==> config.mk <==
export PLATFORM = sky130hd
export DESIGN_NAME = seg7_count_monitor
export DESIGN_NICKNAME = d
export VERILOG_FILES = /design/src/rtl/seg7_count_monitor_pkg.sv /design/src/rtl/seg7_to_digit.sv /design/src/rtl/seg7_count_monitor.sv
export SDC_FILE = /design/constraint.sdc
export NUM_CORES = 1
export LEC_CHECK = 0
export ABC_AREA = 1
export ABC_CLOCK_PERIOD_IN_PS = 4700
export BUFFER_PORTS_ARGS = -buffer_cell sky130_fd_sc_hd__buf_2
export CAP_MARGIN = 40
export CORE_MARGIN = 2
export CORE_UTILIZATION = 60
export DETAILED_ROUTE_END_ITERATION = 7
export PLACE_DENSITY_LB_ADDON = 0.1
export SYNTH_ARGS = -nofsm -noshare
export SYNTH_HDL_FRONTEND = slang
export SYNTH_SLANG_ARGS = --single-unit
==> constraint.sdc <==
create_clock -name clk -period 4.7 [get_ports clk]
set_input_delay 1.41 -clock clk [delete_from_list [all_inputs] [get_ports clk]]
set_output_delay 1.41 -clock clk [all_outputs]
set_load 0.1 [all_outputs]
==> src/rtl/seg7_count_monitor_pkg.sv <==
// Shared 7-segment definitions: active-low patterns ({g,f,e,d,c,b,a}) and monitor FSM states.
// The counter-side decoder uses the same constants, so both ends agree on the glyphs.
package seg7_pkg;

  localparam logic [6:0] SEG_0     = 7'b1000000;
  localparam logic [6:0] SEG_1     = 7'b1111001;
  localparam logic [6:0] SEG_2     = 7'b0100100;
  localparam logic [6:0] SEG_3     = 7'b0110000;
  localparam logic [6:0] SEG_4     = 7'b0011001;
  localparam logic [6:0] SEG_5     = 7'b0010010;
  localparam logic [6:0] SEG_6     = 7'b0000010;
  localparam logic [6:0] SEG_7     = 7'b1111000;
  localparam logic [6:0] SEG_BLANK = 7'b1111111;

  typedef enum logic [1:0] {
    IDLE,
    SETTLE,
    LOCKED
  } state_e;

  // Forward mapping used by the display driver side.
  function automatic logic [6:0] seg_of_digit(input logic [2:0] d);
    logic [6:0] p;
    case (d)
      3'd0:    p = SEG_0;
      3'd1:    p = SEG_1;
      3'd2:    p = SEG_2;
      3'd3:    p = SEG_3;
      3'd4:    p = SEG_4;
      3'd5:    p = SEG_5;
      3'd6:    p = SEG_6;
      default: p = SEG_7;
    endcase
    return p;
  endfunction

endpackage

==> src/rtl/seg7_to_digit.sv <==
// Combinational inverse of the 7-segment glyph table; modulus legality is left to the caller.
module seg7_to_digit
  import seg7_pkg::*;
(
  input  logic [6:0] pattern_i,
  output logic       is_digit_o,
  output logic       is_blank_o,
  output logic [2:0] digit_o
);

  always_comb begin
    is_digit_o = 1'b1;
    digit_o    = '0;
    is_blank_o = (pattern_i == SEG_BLANK);
    case (pattern_i)
      SEG_0:   digit_o = 3'd0;
      SEG_1:   digit_o = 3'd1;
      SEG_2:   digit_o = 3'd2;
      SEG_3:   digit_o = 3'd3;
      SEG_4:   digit_o = 3'd4;
      SEG_5:   digit_o = 3'd5;
      SEG_6:   digit_o = 3'd6;
      SEG_7:   digit_o = 3'd7;
      default: is_digit_o = 1'b0;
    endcase
  end

endmodule

==> src/rtl/seg7_count_monitor.sv <==
// Display-side checker: glitch-filters the active-low seg bus, decodes stable glyphs and
// tracks up/down stepping of the mod-MOD counter, flagging skipped or malformed patterns.
module seg7_count_monitor
  import seg7_pkg::*;
#(
  parameter int MOD        = 6,
  parameter int STABLE_CYC = 4,
  parameter int CW         = 3
) (
  input  logic          clk,
  input  logic          rst,
  input  logic [6:0]    seg,
  output logic [CW-1:0] value,
  output logic          valid,
  output logic          dir,
  output logic          step,
  output logic          skip_err,
  output logic          bad_err,
  output logic [7:0]    net
);

  localparam int CNTW = $clog2(STABLE_CYC + 1);
  localparam logic [CNTW-1:0] CNT_LAST = CNTW'(STABLE_CYC - 1);
  localparam logic [CW-1:0]   DIG_MAX  = CW'(MOD - 1);

  state_e          state_q;
  logic [6:0]      cand_q;
  logic [CNTW-1:0] cnt_q;
  logic [CW-1:0]   value_q;
  logic            valid_q;
  logic            dir_q;
  logic            step_q;
  logic            skip_q;
  logic            bad_q;
  logic [7:0]      net_q;

  logic            is_digit;
  logic            is_blank;
  logic [2:0]      digit;
  logic            legal;
  logic [CW-1:0]   dig_cw;
  logic [CW-1:0]   up_val;
  logic [CW-1:0]   dn_val;
  logic            accept;

  seg7_to_digit u_dec (
    .pattern_i  (seg),
    .is_digit_o (is_digit),
    .is_blank_o (is_blank),
    .digit_o    (digit)
  );

  always_comb begin
    legal  = is_digit && (int'(digit) < MOD);
    dig_cw = CW'(digit);
    up_val = (value_q == DIG_MAX) ? '0 : value_q + 1'b1;
    dn_val = (value_q == '0) ? DIG_MAX : value_q - 1'b1;
    accept = (seg == cand_q) && (state_q == SETTLE) && (cnt_q == CNT_LAST);
  end

  // Filter, FSM and compare logic share one register block; the accept edge is the
  // STABLE_CYC-th matching sample, after which LOCKED freezes everything until seg moves.
  always_ff @(posedge clk or negedge rst) begin
    if (!rst) begin
      state_q <= IDLE;
      cand_q  <= SEG_BLANK;
      cnt_q   <= '0;
      value_q <= '0;
      valid_q <= 1'b0;
      dir_q   <= 1'b0;
      step_q  <= 1'b0;
      skip_q  <= 1'b0;
      bad_q   <= 1'b0;
      net_q   <= '0;
    end else begin
      step_q <= 1'b0;
      skip_q <= 1'b0;
      bad_q  <= 1'b0;
      if (seg != cand_q) begin
        cand_q  <= seg;
        cnt_q   <= CNTW'(1);
        state_q <= SETTLE;
      end else if (state_q == SETTLE) begin
        if (!accept) begin
          cnt_q <= cnt_q + 1'b1;
        end else if (legal) begin
          state_q <= LOCKED;
          value_q <= dig_cw;
          valid_q <= 1'b1;
          if (valid_q) begin
            // Up is tested first so MOD=2, where both neighbours coincide, reads as up.
            if (dig_cw == up_val) begin
              step_q <= 1'b1;
              dir_q  <= 1'b0;
              net_q  <= net_q + 8'd1;
            end else if (dig_cw == dn_val) begin
              step_q <= 1'b1;
              dir_q  <= 1'b1;
              net_q  <= net_q - 8'd1;
            end else if (dig_cw != value_q) begin
              skip_q <= 1'b1;
            end
          end
        end else if (is_blank) begin
          state_q <= IDLE;
          valid_q <= 1'b0;
        end else begin
          state_q <= IDLE;
          valid_q <= 1'b0;
          bad_q   <= 1'b1;
        end
      end
    end
  end

  assign value    = value_q;
  assign valid    = valid_q;
  assign dir      = dir_q;
  assign step     = step_q;
  assign skip_err = skip_q;
  assign bad_err  = bad_q;
  assign net      = net_q;

endmodule

### After elaboration in Yosys (flattened, before gate mapping)

Index checks and enable logic that the tools add are counted.

* bits in registers: 28
* latch bits: 0
* bits in writable memories: 0
* bits in read-only memories: 0
* input port bits: 9
* memories kept: 0

* $add $sub $neg: 5
* $mul: 0
* div/mod/pow operators: 0
* order comparisons: 1
* eq/ne operators: 18
* shifts and indexed selects: 0
* mux-type cells: 36
* bitwise operators: 1
* reduce and logical (&&, ||, !) cells: 13

Operators with widths (count)
* $eq 7x7->1 const B: 4
* $mux 1: 24
* $pmux 3 s7: 1
* $mux 8: 2
* $mux 3: 5
* $eq 7x5->1 const B: 2
* $eq 7x6->1 const B: 2
* $add 8x1->8 const B: 1
* $mux 2: 4
* $reduce_or 8->1: 1
* $sub 8x1->8 const B: 1
* $eq 7x2->1 const B: 1
* $eq 7x7->1: 1
* $ne 7x7->1: 1
* $add 3x1->3 const B: 2
* $eq 3x3->1: 2
* $reduce_and 6->1: 1
* $reduce_bool 2->1: 3
* $reduce_and 2->1: 2
* $reduce_and 4->1: 1
* $eq 3x2->1 const B: 1
* $eq 3x3->1 const B: 1
* $logic_and 1x1->1: 3
* $logic_not 3->1: 1
* 7 further kinds: 7

### Logic depth before layout (Yosys ltp)

Gate-level depths: netlist of the first run.

* depth in word-level cells: 11
* gate-level depth with buffers: 20
* mapped depth without buffers: 20

### Hierarchy

A second synthesis of the first run with hierarchy kept.

* cells, all modules: 265
* area, all modules: 1905.6 sq um

By module, submodules not included
* seg7_count_monitor: instances 1, cells an instance 215, area an instance 1677.9 sq um, seq. area each 709.4 sq um
* seg7_to_digit: instances 1, cells an instance 50, area an instance 227.7 sq um, seq. area each 0.0 sq um

### Worst setup path before layout of the first run

OpenSTA, ideal clock, no wires.

* path type: input to register
* from: input port seg[2]
* to: register net_q[6] (netlist: net[6])
* setup time: 0.120 ns
* arrival time: 3.429 ns
* setup slack: 1.151 ns
* cell stages on the path: 16
* cells stage by stage: nor2_1 -> nand2_1 -> nor2_2 -> nor2_1 -> nand3_1 -> nand2_1 -> nand3_4 -> inv_1 -> fa_1 -> o21ai_0 -> a21oi_1 -> nor2_1 -> nor2_1 -> xnor2_1 -> o21ai_0 -> inv_1

* cells in the longest elaborated chain, start to end: 5
* elaborated cells between the ends (all ways): 23
* those cells by class: order compare (1); eq/ne (12); mux (3); bitwise (1); reduce/logical (6)

RTL lines
* start: declaration: RTL line seg7_count_monitor.sv:12 `input logic [6:0] seg,`
* $eq 7x7->1, or another cell as far along: RTL line seg7_to_digit.sv:15 `case (pattern_i)`
* $pmux 3 s7 or $reduce_or 8->1 (tied branches)
* $lt 3x3->1, or another cell as far along: RTL line seg7_count_monitor.sv:54 `legal = is_digit && (int'(digit) < MOD);`
* $logic_and 1x1->1 or $reduce_bool 2->1 (tied branches)
* $reduce_and 6->1 (no line)
* end signal: assignment: RTL line seg7_count_monitor.sv:95 `net_q <= net_q + 8'd1;`
* end signal: assignment: RTL line seg7_count_monitor.sv:99 `net_q <= net_q - 8'd1;`
* end: declaration: RTL line seg7_count_monitor.sv:35 `logic [7:0] net_q;`

Several ways; a longest one is shown, not always the timed one.
A chain may end at the register's enable or synchronous reset.

### Worst setup path in the final report of the first run

* from: input port seg[3]
* to: register net_q[6] (netlist: net[6])

Same word-level chain as after synthesis.

==> results of run 1 <==
[stage by stage]
step	hold slack [ns]	setup WS (ns)	total power (uW)
floorplan	0.4508	1.151	288.0
global placement	0.4727	0.7682	302.7
detailed placement	0.4755	0.7448	303.8
CTS	0.5154	1.126	465.4
global route	0.5598	0.7818	482.3
finish	0.5096	1.145	462.5
[cells in the final DEF, fill, tap and decap left out]
master / Yosys / final
nor2_1: 29 / 29
o21ai_2: 5 / 5
bufinv_16: 0 / 1
mux2_2: 1 / 1
buf_2: 1 / 24
o31ai_1: 1 / 1
clkbuf_4: 0 / 3
nand4_1: 3 / 3
xor2_1: 13 / 13
dfrtp_1: 21 / 21
a21oi_1: 12 / 12
inv_2: 1 / 1
or2_2: 1 / 1
nand2_4: 2 / 2
nand3_1: 11 / 11
fa_1: 1 / 1
a31oi_1: 1 / 1
xnor2_1: 4 / 4
nand3_4: 2 / 2
o21ai_0: 7 / 7
inv_1: 30 / 30
nand2_1: 40 / 40
nor2_2: 6 / 6
dfstp_2: 7 / 7
nor3_1: 4 / 4
ha_1: 8 / 8
nand3b_1: 2 / 2
nor2_4: 2 / 2
nand2_2: 6 / 6
nor2_8: 1 / 1
[logic make-up after synthesis]
| kind of cell | Yosys count | synth area share, % |
|---|---|---|
| multiplexers | 1 | 0.6081 |
| flip-flops | 28 | 38.31 |
| buffers and inverters | 39 | 8.648 |
| AND/OR/NAND/NOR | 109 | 29.66 |
| AO/OA/AOI/OAI | 26 | 8.243 |
| XOR/XNOR | 17 | 8.040 |
| adder cells (fa/ha/maj) | 9 | 6.487 |
[sequential cells by signal, summed over array words and instances, names as in the netlist]
register / flops
value: 3
state_q: 2
valid: 1
net: 8
cand_q: 7
bad_err: 1
step: 1
cnt_q: 3
dir: 1
skip_err: 1
[metal layers]
metal / global-route usage [%] / part of all wire (%) / vias up
met5: 0 / 0 / -
met4: 8.571 / 1.6 / 0
met3: 3.275 / 2.8 / 5
met2: 34.85 / 45 / 23
met1: 27.76 / 50 / 666
li1: - / - / 763
[worst min-delay path, cell delays in order, from the launching register on]
cell	delay (ns)
dfrtp_1	0.38
nand2_1	0.06
nand2_1	0.05
[power breakdown]
group / switching [uW] / internal (uW)
registers: 1.65 / 247
logic: 33.4 / 17.3
clock network: 76.9 / 86.4
total: 112 / 351
[area by class of cell]
class / instances / share of cell area (%)
clock buffers: 3 / 1.114
clock inverters: 1 / 1.485
inverters: 31 / 5.755
multi-input cells: 162 / 48.58
flip-flops and latches: 28 / 35.09
well taps: 33 / 2.042
repair buffers: 24 / 5.941
[how the worst max path moves through the flow]
stage	start	end	slack (ns)	depth (start not counted)
after global routing	seg[1]	net[6]$_DFFE_PN0P_	0.78	19
after detailed placement	seg[3]	net[6]$_DFFE_PN0P_	0.74	19
after CTS	seg[3]	net[6]$_DFFE_PN0P_	1.13	19
final	seg[3]	net[6]$_DFFE_PN0P_	1.15	19
after global placement	seg[2]	net[6]$_DFFE_PN0P_	0.77	17
after floorplan	seg[2]	net[6]$_DFFE_PN0P_	1.15	16
==> run metrics, run 1 <==
outcome completed; Post-synth EDFFs 0; most frequent cell after synthesis nand2_1; cts hold-fix bufs 0; Cell Area, Synth 0.001852 sq mm; ys async rst share 100.0%; top post-synthesis cells by area dfrtp_1 28%, dfstp_2 9.9%, nand2_1 8.1%; initial core utilization 61.67%; Final Hold Vio Count 0; Hold Crit Endpoint state_q[1]$_DFFE_PN0P_; flop and latch count out of synthesis 28; Post-DP HPWL 2519 um; Post-CTS Setup Bufs 0; drt pass-1 iters 4; Critical Path End Type flip-flop; Hold Crit Depth 2; drt total wl 3286 um; Hold Crit Start state_q[1]$_DFFE_PN0P_; max-cap violations 0; Pwr Density 228.7 mW/mm^2; Arr. time, crit path 3.82 ns; # diodes 0; Worst-path clk slew 0.16 ns; Final Cell Area 0.002022 sq mm; worst-skew pair later-pin latency 0.34 ns; core region area 0.003003 sq mm; post-layout util 67.33%; RSZ-0062 raised after global routing false; Worst setup SP type primary input; ratio of cells with drive above 1 in the final layout 24.90%; Final Wtd Congestion 0.8230; worst r2r src value[0]$_DFFE_PN0P_; Sum Neg Setup Slack 0 ns; largest net degree at the start of global routing 29; CP peak stage delay 0.40 ns; delay-heaviest family, CP simple AND/OR/NAND/NOR gates; Synth cell types 31; first-pass GRT wire length 5706 um; clock tree sinks 28; Die ar. 0.003547 sq mm; DR vias 1457; commonest cells in the synthesized netlist 40 x nand2_1, 30 x inv_1, 29 x nor2_1, 21 x dfrtp_1, 13 x xor2_1; crit path time final 3.555 ns; Rel. slew slack 59.62%; Final Setup Violations 0; syn_area_per_cell 8.086 sq um; cell taking the most area after synthesis dfrtp_1; Iter 0 DRT Violations 80; Multi-input gate area 982.2 sq um; clock root buffer clkbuf_4; r2r setup slk 2.08 ns; area share of the largest cell type after synthesis 28.38%; gr usage total 21.17%; max frequency 281.3 MHz; Leakage 0.001065 uW; area growth from synthesis to layout 9.189%; Post-Synthesis Cells 229; CP max-delay cell ha_1; Hold Crit Class flip-flop to flip-flop; crit-path cells buf_2 -> inv_1 -> nor2_2 -> nand2_1 -> nor2_1 -> nor2_1 -> nand2_2 -> nand2_1 -> nand2_1 -> nand3_4 -> ha_1 -> nand2_1 -> o21ai_0 -> a21oi_1 -> nor2_1 -> nor2_1 -> xnor2_1 -> o21ai_0 -> inv_1; drt drc 0; WP buf/inv 3; FF-to-FF End net[6]$_DFFE_PN0P_; Worst Tran Pin Value 0.6057 ns; part of the cycle the worst path needs 75.64%; number of vias per cell 5.167; global route total overflow 0; post-CTS sizing 0; Cells after DPL 278; Nets 268; H-tree Lvls 1; count of buffers from port buffering 24; Yosys Warn Count 0; Die Ht 59.56 um; non-filler instance count after layout 282; Worst Path Class, Setup primary input to flip-flop; Post-DP Area 0.001969 sq mm; skew final 0.009872 ns; worst vdd ir 0.08370 mV; CTS max path bufs 2; Num CTS Buffers 3; Slew Viols, Final 0; Seq/Total Area, Yosys 38.31%; cell row count 20; wire per inst 11.65 um; Die Wd 59.56 um; post-route ant nets 0; Storage cell area 709.4 sq um; FF-to-FF path depth 15; IO Count 25; required time worst endpoint 4.96 ns; initial antenna violation count 0; ys flop type dfrtp_1; CP Max Fanout 10; Post-Syn Nets 247; number of global-route vias before repair 1359; TritonCTS clock tree yes; fillers 258
(Power assumes the default switching activity.)
==> run 2: changes to the inputs <==
--- a/config.mk
+++ b/config.mk
@@ -5,12 +5,12 @@
 export SDC_FILE = /design/constraint.sdc
 export NUM_CORES = 1
 export LEC_CHECK = 0
-export ABC_AREA = 1
-export ABC_CLOCK_PERIOD_IN_PS = 4700
+export ABC_AREA = 0
+export ABC_CLOCK_PERIOD_IN_PS = 3600
 export BUFFER_PORTS_ARGS = -buffer_cell sky130_fd_sc_hd__buf_2
 export CAP_MARGIN = 40
 export CORE_MARGIN = 2
-export CORE_UTILIZATION = 60
+export CORE_UTILIZATION = 57
 export DETAILED_ROUTE_END_ITERATION = 7
 export PLACE_DENSITY_LB_ADDON = 0.1
 export SYNTH_ARGS = -nofsm -noshare
==> constraint.sdc (replaced) <==
create_clock -name clk -period 3.6 [get_ports clk]
set_input_delay 1.08 -clock clk [delete_from_list [all_inputs] [get_ports clk]]
set_output_delay 1.08 -clock clk [all_outputs]
set_load 0.1 [all_outputs]
==> run metrics, run 2 <==
Cell Area, Synth 0.001829 sq mm (was 0.001852 sq mm); global route total overflow 0 (unchanged); wire per inst 15.39 um (was 11.65 um); DR vias 1624 (was 1457); failing checks setup timing; cell taking the most area after synthesis dfrtp_1 (unchanged); most frequent cell after synthesis dfrtp_1 (was nand2_1); number of flip-flops in the largest register 8 (unchanged); commonest non-fill, non-tap cell in the layout buf_4 (was nand2_1); flop and latch count out of synthesis 28 (unchanged); outcome finished, violations left (was completed); ys flop type dfrtp_1 (unchanged); Rel. slew slack 58.80% (was 59.62%); worst vdd ir 0.1473 mV (was 0.08370 mV); max frequency 261.7 MHz; Arr. time, crit path 4.06 ns (was 3.82 ns); drt total wl 4478 um (was 3286 um); Clk network pwr share 34.3% (was 35.3%); most used cells in the layout excluding fill and tap cells 43 x buf_4, 21 x dfrtp_1, 19 x buf_2 (was 40 x nand2_1, 30 x inv_1, 29 x nor2_1); post-route ant nets 0 (unchanged); Synth cell types 55 (was 31); Critical Path End Type flip-flop (unchanged); Fin Hold WS 0.4747 ns (was 0.5096 ns); area share of the largest cell type after synthesis 28.73% (was 28.38%); Iter 0 DRT Violations 88 (was 80); cell row count 20 (unchanged); Final Wtd Congestion 0.9075 (was 0.8230); Seq/Total Area, Yosys 38.78% (was 38.31%); initial antenna violation count 0 (unchanged); commonest cells in the synthesized netlist 21 x dfrtp_1, 18 x nand2_1, 13 x xnor2_1, 12 x nor3_1, 9 x o21ai_0 (was 40 x nand2_1, 30 x inv_1, 29 x nor2_1, 21 x dfrtp_1, 13 x xor2_1); Leakage 0.001180 uW (was 0.001065 uW); required time worst endpoint 3.84 ns (was 4.96 ns); Pwr Density 235.4 mW/mm^2 (was 228.7 mW/mm^2); gr usage total 23.08% (was 21.17%); Nets 266 (was 268); Hold Crit Class flip-flop to flip-flop (unchanged); top post-synthesis cells by area dfrtp_1 29%, dfstp_2 10%, xnor2_1 6.2% (was dfrtp_1 28%, dfstp_2 9.9%, nand2_1 8.1%); ratio of cells with drive above 1 in the final layout 46.96% (was 24.90%); Post-Synthesis Cells 193 (was 229); RSZ-0062 raised after global routing true (was false); Die ar. 0.003678 sq mm (was 0.003547 sq mm); first-pass GRT wire length 6417 um (was 5706 um); Comb power frac 11.8% (was 10.9%); Post-synth EDFFs 0 (unchanged); number of global-route vias before repair 1521 (was 1359); syn_area_per_cell 9.478 sq um (was 8.086 sq um); Cells after DPL 283 (was 278); post-layout util 83.73% (was 67.33%); number of vias per cell 5.581 (was 5.167); largest net degree at the start of global routing 29 (unchanged); Worst-path clk slew 0.15 ns (was 0.16 ns); Sw Ratio 22.22% (was 24.20%); initial core utilization 59.92% (was 61.67%); TritonCTS clock tree yes (unchanged); Yosys Warn Count 0 (unchanged); Overall Power 601.8 uW (was 462.5 uW); crit path time final 3.822 ns; # diodes 0 (unchanged); skew final 0.002478 ns (was 0.009872 ns); drt pass-1 iters 4 (unchanged); Setup WS post-layout -0.2217 ns (was 1.145 ns); Post-Syn Nets 211 (was 247); H-tree Lvls 1 (unchanged); Worst Tran Pin Value 0.6166 ns (was 0.6057 ns); CTS max path bufs 2 (unchanged); Num CTS Buffers 3 (unchanged); drt drc 0 (unchanged); Final Setup Violations 3 (was 0); clock root buffer clkbuf_4 (unchanged); Multi-input gate area 0.001239 sq mm (was 982.2 sq um); ys async rst share 100.0% (unchanged); Final Hold Vio Count 0 (unchanged); Worst Path Class, Setup primary input to flip-flop (unchanged); core region area 0.003053 sq mm (was 0.003003 sq mm); Slew Viols, Final 0 (unchanged); Die Wd 60.65 um (was 59.56 um); CP Max Fanout 5 (was 10); Worst setup SP type primary input (unchanged); IO Count 25 (unchanged); max-cap violations 0 (unchanged); area growth from synthesis to layout 39.74% (was 9.189%); Cell Int Power 468.1 uW (was 350.6 uW); non-filler instance count after layout 291 (was 282); part of the cycle the worst path needs 106.2%; Post-DP HPWL 3098 um (was 2519 um); worst-skew pair later-pin latency 0.33 ns (was 0.34 ns); count of buffers from port buffering 24 (unchanged); fillers 196 (was 258); Die Ht 60.65 um (was 59.56 um); Switch Pwr 133.7 uW (was 111.9 uW); clock tree sinks 28 (unchanged); Storage cell area 709.4 sq um (unchanged); Flop pwr share 53.8% (was 53.7%)
[run 2: worst max-delay path: stages]
cell and delay (ns):
buf_4 0.14, or3b_4 0.42, nor4_4 0.19, buf_4 0.18
nor3_2 0.05, nor3_2 0.17, a211oi_2 0.10, or2_4 0.31
ha_4 0.21, a21o_1 0.20, a21oi_2 0.21, o21ai_2 0.10
o41ai_4 0.27, nor3_2 0.08, o21ba_4 0.23, xor2_1 0.13
[run 2: per-stage QoR]
step	setup TNS [ns]	area, sq um	worst slack (ns)
after detailed placement	-1.900	2295	-0.6071
after global routing	-0.7408	2556	-0.2999
after floorplan	-1.178	1963	-0.5055
after CTS	-0.2475	2385	-0.1688
final	-0.4652	2556	-0.2217
after global placement	-1.509	2295	-0.5382
[run 2: cells by family (layout without fill, tap and decap cells)]
family          count (synthesis)  count (layout)  share of synthesized area (%)
simple gates                   70              70                          21.20
compound gates                 39              39                          14.98
flops                          28              28                          38.78
buf+inv                        24              78                          6.362
xor+xnor                       19              19                          9.097
fa+ha+maj                       9               9                          6.567
mux                             4               4                          3.009
[run 2: power groups by stage]
stage / sequential (uW) / clock (uW) / combinational (uW)
2_1_floorplan: 329 / 0 / 44.5
3_3_place_gp: 329 / 0 / 61.5
3_5_place_dp: 330 / 0 / 63.6
4_1_cts: 324 / 211 / 65.5
5_1_grt: 325 / 225 / 77.2
6_report: 324 / 207 / 71.3
[run 2: final timing paths]
check,start,to,slack (ns),cells past startpoint
max,seg[6],net[7]$_DFFE_PN0P_,-0.22,16
max in group asynchronous,rst,value[1]$_DFFE_PN0P_,2.47,1
min,net[7]$_DFFE_PN0P_,net[7]$_DFFE_PN0P_,0.47,1
min reg2reg,net[7]$_DFFE_PN0P_,net[7]$_DFFE_PN0P_,0.47,1
max reg2reg,cnt_q[0]$_DFFE_PN0P_,net[7]$_DFFE_PN0P_,0.67,10
min in group asynchronous,rst,state_q[1]$_DFFE_PN0P_,0.74,1
[run 2: metal layers]
metal	track usage (%)	wire [um]
met1	28.59	1910
met2	41.47	2380
met3	2.559	142
met4	8.075	44
met5	0	0
[run 2: cell type report]
type | count | area share, %
Multi-Input combinational cell | 141 | 48.46
Sequential cell | 28 | 27.75
Timing Repair Buffer | 67 | 18.55
Tap cell | 44 | 2.154
Clock inverter | 1 | 1.175
Inverter | 7 | 1.028
Clock buffer | 3 | 0.8811
[run 2: repair_timing]
item	in CTS	in global routing
gates resized for setup	6	31
setup endpoints to repair	2	3
setup buffers	0	4
hold buffers	0	0
pin swaps	2	10
==> run 3: changes to the inputs <==
--- a/config.mk
+++ b/config.mk
@@ -12,7 +12,10 @@
 export CORE_MARGIN = 2
 export CORE_UTILIZATION = 57
 export DETAILED_ROUTE_END_ITERATION = 7
+export HOLD_SLACK_MARGIN = 0.08
 export PLACE_DENSITY_LB_ADDON = 0.1
+export SKIP_LAST_GASP = 1
 export SYNTH_ARGS = -nofsm -noshare
 export SYNTH_HDL_FRONTEND = slang
 export SYNTH_SLANG_ARGS = --single-unit
+export TNS_END_PERCENT = 30
==> run metrics, run 3 (same netlist as run 2, synthesis figures left out) <==
outcome finished, violations left (unchanged); failing checks setup timing (unchanged); clock root buffer clkbuf_4 (unchanged); number of global-route vias before repair 1737 (was 1521); r2r setup slk 0.50 ns (was 0.67 ns); Cells after DPL 284 (was 283); commonest non-fill, non-tap cell in the layout buf_4 (unchanged); area growth from synthesis to layout 34.06% (was 39.74%); drt pass-1 iters 4 (unchanged); Post-DP HPWL 3522 um (was 3098 um); post-layout util 80.33% (was 83.73%); post-route ant nets 0 (unchanged); first-pass GRT wire length 7417 um (was 6417 um); Fin Hold WS 0.5333 ns (was 0.4747 ns); ratio of cells with drive above 1 in the final layout 42.86% (was 46.96%); Worst-path clk slew 0.15 ns (about the same); Final Wtd Congestion 0.8846 (was 0.9075); non-filler instance count after layout 289 (was 291); TritonCTS clock tree yes (unchanged); Leakage 0.001155 uW (was 0.001180 uW); initial core utilization 59.92% (unchanged); FF-to-FF End net[7]$_DFFE_PN0P_ (unchanged); Worst Path Class, Setup primary input to flip-flop (unchanged); clock tree sinks 28 (unchanged); Rel. slew slack 58.45% (was 58.80%); count of buffers from port buffering 24 (unchanged); drt drc 0 (unchanged); global route total overflow 0 (unchanged); Die Wd 60.65 um (unchanged); # diodes 0 (unchanged); largest net degree at the start of global routing 29 (unchanged); worst-skew pair later-pin latency 0.34 ns (was 0.33 ns); Slew Viols, Final 0 (unchanged); initial antenna violation count 0 (unchanged); Die Ht 60.65 um (unchanged); FF-to-FF path depth 10 (unchanged); Final Setup Violations 3 (unchanged); required time worst endpoint 3.86 ns (was 3.84 ns); RSZ-0062 raised after global routing true (unchanged); Sum Neg Setup Slack -0.5778 ns (was -0.4652 ns); Worst Tran Pin Value 0.6232 ns (was 0.6166 ns); Nets 264 (was 266); crit path time final 3.866 ns (was 3.822 ns); max frequency 258.7 MHz (was 261.7 MHz); Hold Crit Endpoint net[7]$_DFFE_PN0P_ (unchanged); number of vias per cell 5.785 (was 5.581); CTS max path bufs 2 (unchanged); skew final 0.005613 ns (was 0.002478 ns); IO Count 25 (unchanged); Num CTS Buffers 3 (unchanged); H-tree Lvls 1 (unchanged); CP Max Fanout 5 (unchanged); core region area 0.003053 sq mm (unchanged); worst r2r src cnt_q[0]$_DFFE_PN0P_ (unchanged); drt total wl 4636 um (was 4478 um); part of the cycle the worst path needs 107.4% (was 106.2%); Hold Crit Class flip-flop to flip-flop (unchanged); DR vias 1672 (was 1624); Critical Path End Type flip-flop (unchanged); gr usage total 27.15% (was 23.08%); Final Hold Vio Count 0 (unchanged); worst vdd ir 0.1630 mV (was 0.1473 mV); Hold Crit Start net[7]$_DFFE_PN0P_ (unchanged); wire per inst 16.04 um (was 15.39 um); Worst setup SP type primary input (unchanged); most used cells in the layout excluding fill and tap cells 41 x buf_4, 24 x buf_2, 21 x dfrtp_1 (was 43 x buf_4, 21 x dfrtp_1, 19 x buf_2); Hold Crit Depth 1 (unchanged); Die ar. 0.003678 sq mm (unchanged); Arr. time, crit path 4.13 ns (was 4.06 ns); max-cap violations 0 (unchanged); Pwr Density 247.6 mW/mm^2 (was 235.4 mW/mm^2); cell row count 20 (unchanged); Setup WS post-layout -0.2655 ns (was -0.2217 ns); Iter 0 DRT Violations 102 (was 88); number of flip-flops in the largest register 8 (unchanged)
[run 3: repair_timing]
item / CTS / global route
setup endpoints to repair: 2 / 4
pin swaps: 5 / 5
resized for setup: 7 / 8
hold buffers: 0 / 0
setup buffers: 0 / 1
[run 3: cell type report]
type                    count  area (sq um)
clock buffers               3         22.52
clock inverters             1         30.03
fillers                   204         600.6
inverters                   7         26.28
multi-input cells         141          1181
flip-flops and latches     28         709.4
well taps                  44         55.05
repair buffers             65         427.9
[run 3: how the worst max path moves through the flow]
stage               startpoint                  to  slack, ns  cells after the start
floorplan               seg[6]  net[7]$_DFFE_PN0P_      -0.51                     16
global placement        seg[0]  net[7]$_DFFE_PN0P_      -0.54                     15
detailed placement      seg[6]  net[7]$_DFFE_PN0P_      -0.66                     15
CTS                     seg[1]  net[7]$_DFFE_PN0P_      -0.20                     15
global route            seg[6]  net[7]$_DFFE_PN0P_      -0.36                     15
finish                  seg[6]  net[7]$_DFFE_PN0P_      -0.27                     15
[run 3: metal layers]
layer	part of all wire [%]	GRT usage, %	vias to the layer above
met4	4.2	16.15	0
met1	39	29.92	805
li1	-	-	792
met2	53	49.16	58
met3	3.7	3.838	17
met5	0	0	-
[run 3: through the flow]
step,area [sq um],setup slack (ns),power [uW]
5_1_grt,2452,-0.3559,631.6
3_3_place_gp,2300,-0.5382,391.8
6_report,2452,-0.2655,607.2
2_1_floorplan,1961,-0.5055,373.8
3_5_place_dp,2300,-0.6595,395.6
4_1_cts,2389,-0.1980,605.2
[run 3: report_power, final]
part           total, uW  leakage [uW]  internal [uW]  switching, uW
sequential           325      0.000351            322           2.48
combinational       69.7      0.000776           30.2           39.5
clock                213     0.0000279            113            100
total                607       0.00116            465            142
[run 3: critical path: stages]
cell	delay [ns]
buf_2	0.14
or3_1	0.39
a21o_1	0.23
and2_1	0.22
nor3_2	0.24
a221oi_4	0.09
or2_4	0.30
buf_4	0.17
ha_1	0.29
nor3_1	0.05
nor2_1	0.23
o41ai_4	0.14
nor3_1	0.21
o21ba_1	0.17
xor2_1	0.18
